## config.mk

```make
export PLATFORM = sky130hd
export DESIGN_NAME = pixel_plot_merger
export DESIGN_NICKNAME = d
export VERILOG_FILES = /design/src/rtl/pixel_plot_merger.sv
export SDC_FILE = /design/constraint.sdc
export NUM_CORES = 1
export LEC_CHECK = 0
export BUFFER_PORTS_ARGS = -buffer_cell sky130_fd_sc_hd__buf_2
export CORE_MARGIN = 3
export CORE_UTILIZATION = 45
export CTS_BUF_LIST = sky130_fd_sc_hd__clkbuf_4
export CTS_CLUSTER_SIZE = 24
export DETAILED_ROUTE_END_ITERATION = 8
export GPL_ROUTABILITY_DRIVEN = 0
export PLACE_DENSITY_LB_ADDON = 0.12
export SYNTH_ARGS = -nofsm -noshare
export SYNTH_HDL_FRONTEND = slang
export SYNTH_SLANG_ARGS = --single-unit
```

## constraint.sdc

```tcl
create_clock -name clock -period 7.7 [get_ports clock]
set_clock_uncertainty 0.2 [all_clocks]
set_input_delay 1.925 -clock clock [delete_from_list [all_inputs] [get_ports clock]]
set_output_delay 1.925 -clock clock [all_outputs]
set_load 0.03 [all_outputs]
```

## src/rtl/pixel_plot_merger.sv

```systemverilog
// Merges two pixel-plot streams into one VGA write port. Each channel collapses
// repeated strobes, buffers pixels in a small FIFO, and an alternating arbiter drains them.

module pixel_plot_channel #(
    parameter int DEPTH = 4,
    parameter int COLW  = 9
) (
    input  logic               clock,
    input  logic               resetn,
    input  logic [7:0]         x,
    input  logic [6:0]         y,
    input  logic [COLW-1:0]    colour,
    input  logic               plot,
    input  logic               pop,
    output logic [15+COLW-1:0] head,
    output logic               empty,
    output logic               overflow
);
    localparam int AW = $clog2(DEPTH);
    localparam int PW = 15 + COLW;

    logic [PW-1:0] mem [DEPTH];
    logic [AW:0]   wr_ptr;
    logic [AW:0]   rd_ptr;
    logic [PW-1:0] pixel;
    logic [PW-1:0] last;
    logic          plot_d;
    logic          push;
    logic          full;
    logic          store;

    assign pixel = {x, y, colour};
    // A held strobe only counts again once the pixel itself changes.
    assign push  = plot && (!plot_d || (pixel != last));
    assign empty = (wr_ptr == rd_ptr);
    assign full  = (wr_ptr[AW] != rd_ptr[AW]) && (wr_ptr[AW-1:0] == rd_ptr[AW-1:0]);
    assign store = push && (!full || pop);
    assign head  = mem[rd_ptr[AW-1:0]];

    always_ff @(posedge clock or negedge resetn) begin
        if (!resetn) begin
            plot_d   <= 1'b0;
            last     <= '0;
            wr_ptr   <= '0;
            rd_ptr   <= '0;
            overflow <= 1'b0;
        end else begin
            plot_d <= plot;
            if (push)
                last <= pixel;
            if (store)
                wr_ptr <= wr_ptr + 1'b1;
            if (pop)
                rd_ptr <= rd_ptr + 1'b1;
            if (push && !store)
                overflow <= 1'b1;
        end
    end

    // NOTE: the storage array has no reset; the pointers alone decide which entries are valid.
    always_ff @(posedge clock) begin
        if (store)
            mem[wr_ptr[AW-1:0]] <= pixel;
    end
endmodule

module pixel_plot_merger #(
    parameter int DEPTH = 4,
    parameter int COLW  = 9
) (
    input  logic            clock,
    input  logic            resetn,
    input  logic [7:0]      aX,
    input  logic [6:0]      aY,
    input  logic [COLW-1:0] aColour,
    input  logic            aPlot,
    input  logic [7:0]      bX,
    input  logic [6:0]      bY,
    input  logic [COLW-1:0] bColour,
    input  logic            bPlot,
    output logic [7:0]      oX,
    output logic [6:0]      oY,
    output logic [COLW-1:0] oColour,
    output logic            oPlot,
    output logic            aOverflow,
    output logic            bOverflow,
    output logic            idle
);
    localparam int PW = 15 + COLW;

    typedef enum logic {PRI_A, PRI_B} pri_t;

    pri_t          pri;
    logic [PW-1:0] a_head;
    logic [PW-1:0] b_head;
    logic          a_empty;
    logic          b_empty;
    logic          a_pop;
    logic          b_pop;

    pixel_plot_channel #(.DEPTH(DEPTH), .COLW(COLW)) u_chan_a (
        .clock    (clock),
        .resetn   (resetn),
        .x        (aX),
        .y        (aY),
        .colour   (aColour),
        .plot     (aPlot),
        .pop      (a_pop),
        .head     (a_head),
        .empty    (a_empty),
        .overflow (aOverflow)
    );

    pixel_plot_channel #(.DEPTH(DEPTH), .COLW(COLW)) u_chan_b (
        .clock    (clock),
        .resetn   (resetn),
        .x        (bX),
        .y        (bY),
        .colour   (bColour),
        .plot     (bPlot),
        .pop      (b_pop),
        .head     (b_head),
        .empty    (b_empty),
        .overflow (bOverflow)
    );

    // A wins when it is preferred, or when B has nothing to offer.
    assign a_pop = !a_empty && ((pri == PRI_A) || b_empty);
    assign b_pop = !b_empty && !a_pop;
    assign idle  = a_empty && b_empty && !oPlot;

    always_ff @(posedge clock or negedge resetn) begin
        if (!resetn) begin
            pri     <= PRI_A;
            oX      <= '0;
            oY      <= '0;
            oColour <= '0;
            oPlot   <= 1'b0;
        end else begin
            oPlot <= a_pop || b_pop;
            if (a_pop) begin
                {oX, oY, oColour} <= a_head;
                pri               <= PRI_B;
            end else if (b_pop) begin
                {oX, oY, oColour} <= b_head;
                pri               <= PRI_A;
            end
        end
    end
endmodule

```

==> results.py <==
metrics = {
    "outcome": {
        "outcome": "finished clean",
    },
    "global_routing": {
        "grt_use_total_pct": 17.8,
        "grt_pass1_wl_mm": 35.5,
        "antenna_found_initial": 1,
        "grt_max_degree": 78,
        "grt.overflow.total": 0,
        "grt_pass1_vias": 6158,
    },
    "timing": {
        "setup_tns_ns": 0,
        "worst_hold_slack_ns": 0.291,
        "rsz0062_at_grt": "false",
        "setup_violations": 0,
        "maxSlewHeadroom_pct": 26.0,
        "period_needed_ns": 5.25,
        "fmax_ghz": 0.191,
        "hold_viol_final": 0,
        "finalMaxSlewViolations": 0,
        "worst_pin_slew_ns": 1.11,
        "period_share_pct": 68.1,
    },
    "floorplanning": {
        "fp.dieArea_um2": 27100,
        "die_h_um": 165,
        "io_pins": 80,
        "rows": 57,
        "die_w_um": 165,
        "core_area_um2": 24500,
        "initial_core_util_pct": 46.2,
    },
    "yosys": {
        "yosysSeqAreaShare_pct": 70.8,
        "ys_warn_count": 0,
        "synth_nets": 665,
        "syn_avg_cell_area_um2": 18.8,
        "synth_seq_cells": 282,
        "synth_area_um2": 11300,
        "synthCells": 603,
        "yosysUniqueCellTypes": 36,
    },
    "power_and_ir_drop": {
        "power_density_nw_per_um2": 387,
        "p_leak_nw": 4.96,
        "vdd_drop_max_uv": 203,
    },
    "worst_setup_path": {
        "cp_slowest_cell": "or2_2",
        "crit_path_start_kind": "register",
        "critical_path_class": "reg2out",
        "worst-path-buf-inv": 2,
        "worstReg2RegEnd": "u_chan_a.mem[1][11]$_DFFE_PP_",
        "cp.required_ns": 5.58,
        "reg2reg_from": "u_chan_b.rd_ptr[0]$_DFFE_PN0P_",
        "worstPathMaxFanout": 50,
        "regToRegSetupSlack_ns": 4.29,
        "rr_worst_depth": 7,
        "cp-end-kind": "output pin",
        "critPathMaxStageDelay_ns": 0.64,
        "cp_data_arrival_time_ns": 3.12,
        "critical_path.top_delay_family": "simple AND/OR/NAND/NOR gates",
        "crit_path_cell_trace": "buf_4, xor2_1, or3_1, or2_2, nor2_1, buf_2",
    },
    "place": {
        "dpl.hpwl_mm": 14.9,
        "portBuffers": 79,
    },
    "min_path": {
        "hold_end": "u_chan_a.rd_ptr[2]$_DFFE_PN0N_",
        "hp-class": "reg2reg",
        "worstHoldStart": "u_chan_a.rd_ptr[2]$_DFFE_PN0N_",
        "min_path_cells": 1,
    },
    "layout": {
        "fin_util_pct": 52.9,
        "final_nets": 807,
        "final_common_cell": "edfxtp_1",
        "area_growth_pct": 14.5,
        "final_cell_mix": "edfxtp_1, clkbuf_4, dfrtp_1, buf_2, mux4_2",
        "drive_gt1_share_pct": 38.8,
    },
    "detailed_routing": {
        "first_pass_iters": 4,
        "wl_per_cell_um": 20.6,
        "via_count": 5769,
        "drtIter0Drc": 381,
        "route.detailed.drc": 0,
        "antenna_left": 0,
        "post_drt_via_cell_ratio": 5.11,
        "routed_wirelength_mm": 23.3,
    },
    "clocking": {
        "cts.repair.resized": 0,
        "cts_buffers": 75,
        "clockBufferDepth": 3,
        "cts_hold_buf": 0,
        "postCtsSetupBuffers": 0,
        "clock_latency_ns": 0.64,
        "cts_tree": "yes",
        "path_clk_slew_ns": 0.06,
        "h-tree-depth": 3,
        "clock_sinks": 282,
        "cts_root_buf": "clkbuf_4",
    },
    "job": {
        "cap_violations": 0,
    },
}
## flip-flops by register name, indices dropped and copies added, names as in the netlist
register / count
u_chan_b.rd_ptr: 3
u_chan_b.mem: 96
u_chan_b.overflow: 1
oColour: 9
u_chan_a.overflow: 1
u_chan_b.wr_ptr: 3
u_chan_b.last: 24
oPlot: 1
u_chan_a.plot_d: 1
oY: 7
u_chan_b.plot_d: 1
u_chan_a.wr_ptr: 3
u_chan_a.rd_ptr: 3
oX: 8
u_chan_a.mem: 96
u_chan_a.last: 24
pri: 1
## per-stage QoR
| step | power (mW) | area [um2] | cells | setup WS (ns) |
|---|---|---|---|---|
| floorplan | 3.36 | 11300 | 603 | 3.42 |
| global placement | 3.78 | 12000 | 992 | 3.08 |
| detailed placement | 3.84 | 12000 | 992 | 3.06 |
| CTS | 5.12 | 13000 | 1128 | 2.34 |
| global route | 5.33 | 13000 | 1130 | 2.16 |
| finish | 5.01 | 13000 | 1130 | 2.45 |
## cell usage after synthesis (all sizes together)
cell type	n	area share [%]
or3	1	0.055
nand4	3	0.17
a21oi	24	1.1
o41a	1	0.099
nand2	4	0.20
nor4b	1	0.13
o21a	1	0.066
clkbuf	10	0.33
xor2	43	3.3
mux4	48	9.5
mux2i	24	2.1
or2	1	0.055
a21o	2	0.13
and2	4	0.22
nor3	2	0.088
o31a	1	0.077
xnor2	19	1.5
mux2	52	5.4
nor2	26	0.86
edfxtp	192	51
dfrtp	90	20
nor4	8	0.44
buf	17	1.3
nand3	6	0.27
nand3b	1	0.066
ha	10	1.1
and3	5	0.28
nor2b	1	0.055
inv	6	0.20
## worst max path at each step
stage | start | to | slack [ns] | cells after the start
floorplan | u_chan_a.rd_ptr[1]$_DFFE_PN0N_ | idle | 3.42 | 8
global route | u_chan_b.rd_ptr[0]$_DFFE_PN0P_ | idle | 2.16 | 5
global placement | u_chan_a.rd_ptr[0]$_DFFE_PN0N_ | idle | 3.08 | 6
finish | u_chan_a.rd_ptr[0]$_DFFE_PN0N_ | idle | 2.45 | 6
CTS | u_chan_b.rd_ptr[0]$_DFFE_PN0P_ | idle | 2.34 | 5
detailed placement | u_chan_a.rd_ptr[0]$_DFFE_PN0N_ | idle | 3.06 | 6
## logic make-up (layout without fill, tap and decap cells)
| logic type | after synthesis | count (layout) | synth area share, % |
|---|---|---|---|
| flip-flops | 282 | 282 | 70.8 |
| multiplexers | 124 | 124 | 17.1 |
| AND/OR/NAND/NOR | 63 | 63 | 2.88 |
| XOR/XNOR | 62 | 62 | 4.80 |
| buffers and inverters | 33 | 234 | 1.88 |
| AO/OA/AOI/OAI | 29 | 29 | 1.44 |
| adder cells (fa/ha/maj) | 10 | 10 | 1.10 |
| other | 0 | 2 | 0 |
## power by group
| part | leakage (nW) | internal [mW] | switching (mW) |
|---|---|---|---|
| clock network | 0.564 | 0.659 | 0.589 |
| logic | 1.59 | 0.674 | 0.897 |
| registers | 2.81 | 2.01 | 0.182 |
## final cells by class
type                            instances  area (um2)
Fill cell                            2087       11600
Sequential cell                       282        8020
Multi-Input combinational cell        288        3090
Clock buffer                          110         826
Timing Repair Buffer                   92         495
Tap cell                              324         405
Clock inverter                         26         104
Inverter                                6        22.5
Antenna cell                            2        5.00
## routing by layer
layer / GRT usage, % / routed length (um) / up-vias
met5: 0 / 0 / -
met4: 6.94 / 388 / 0
met3: 3.79 / 1010 / 34
met2: 28.7 / 11400 / 142
met1: 23.9 / 10500 / 2943
li1: - / - / 2650
Power figures use the tool's default switching activity.
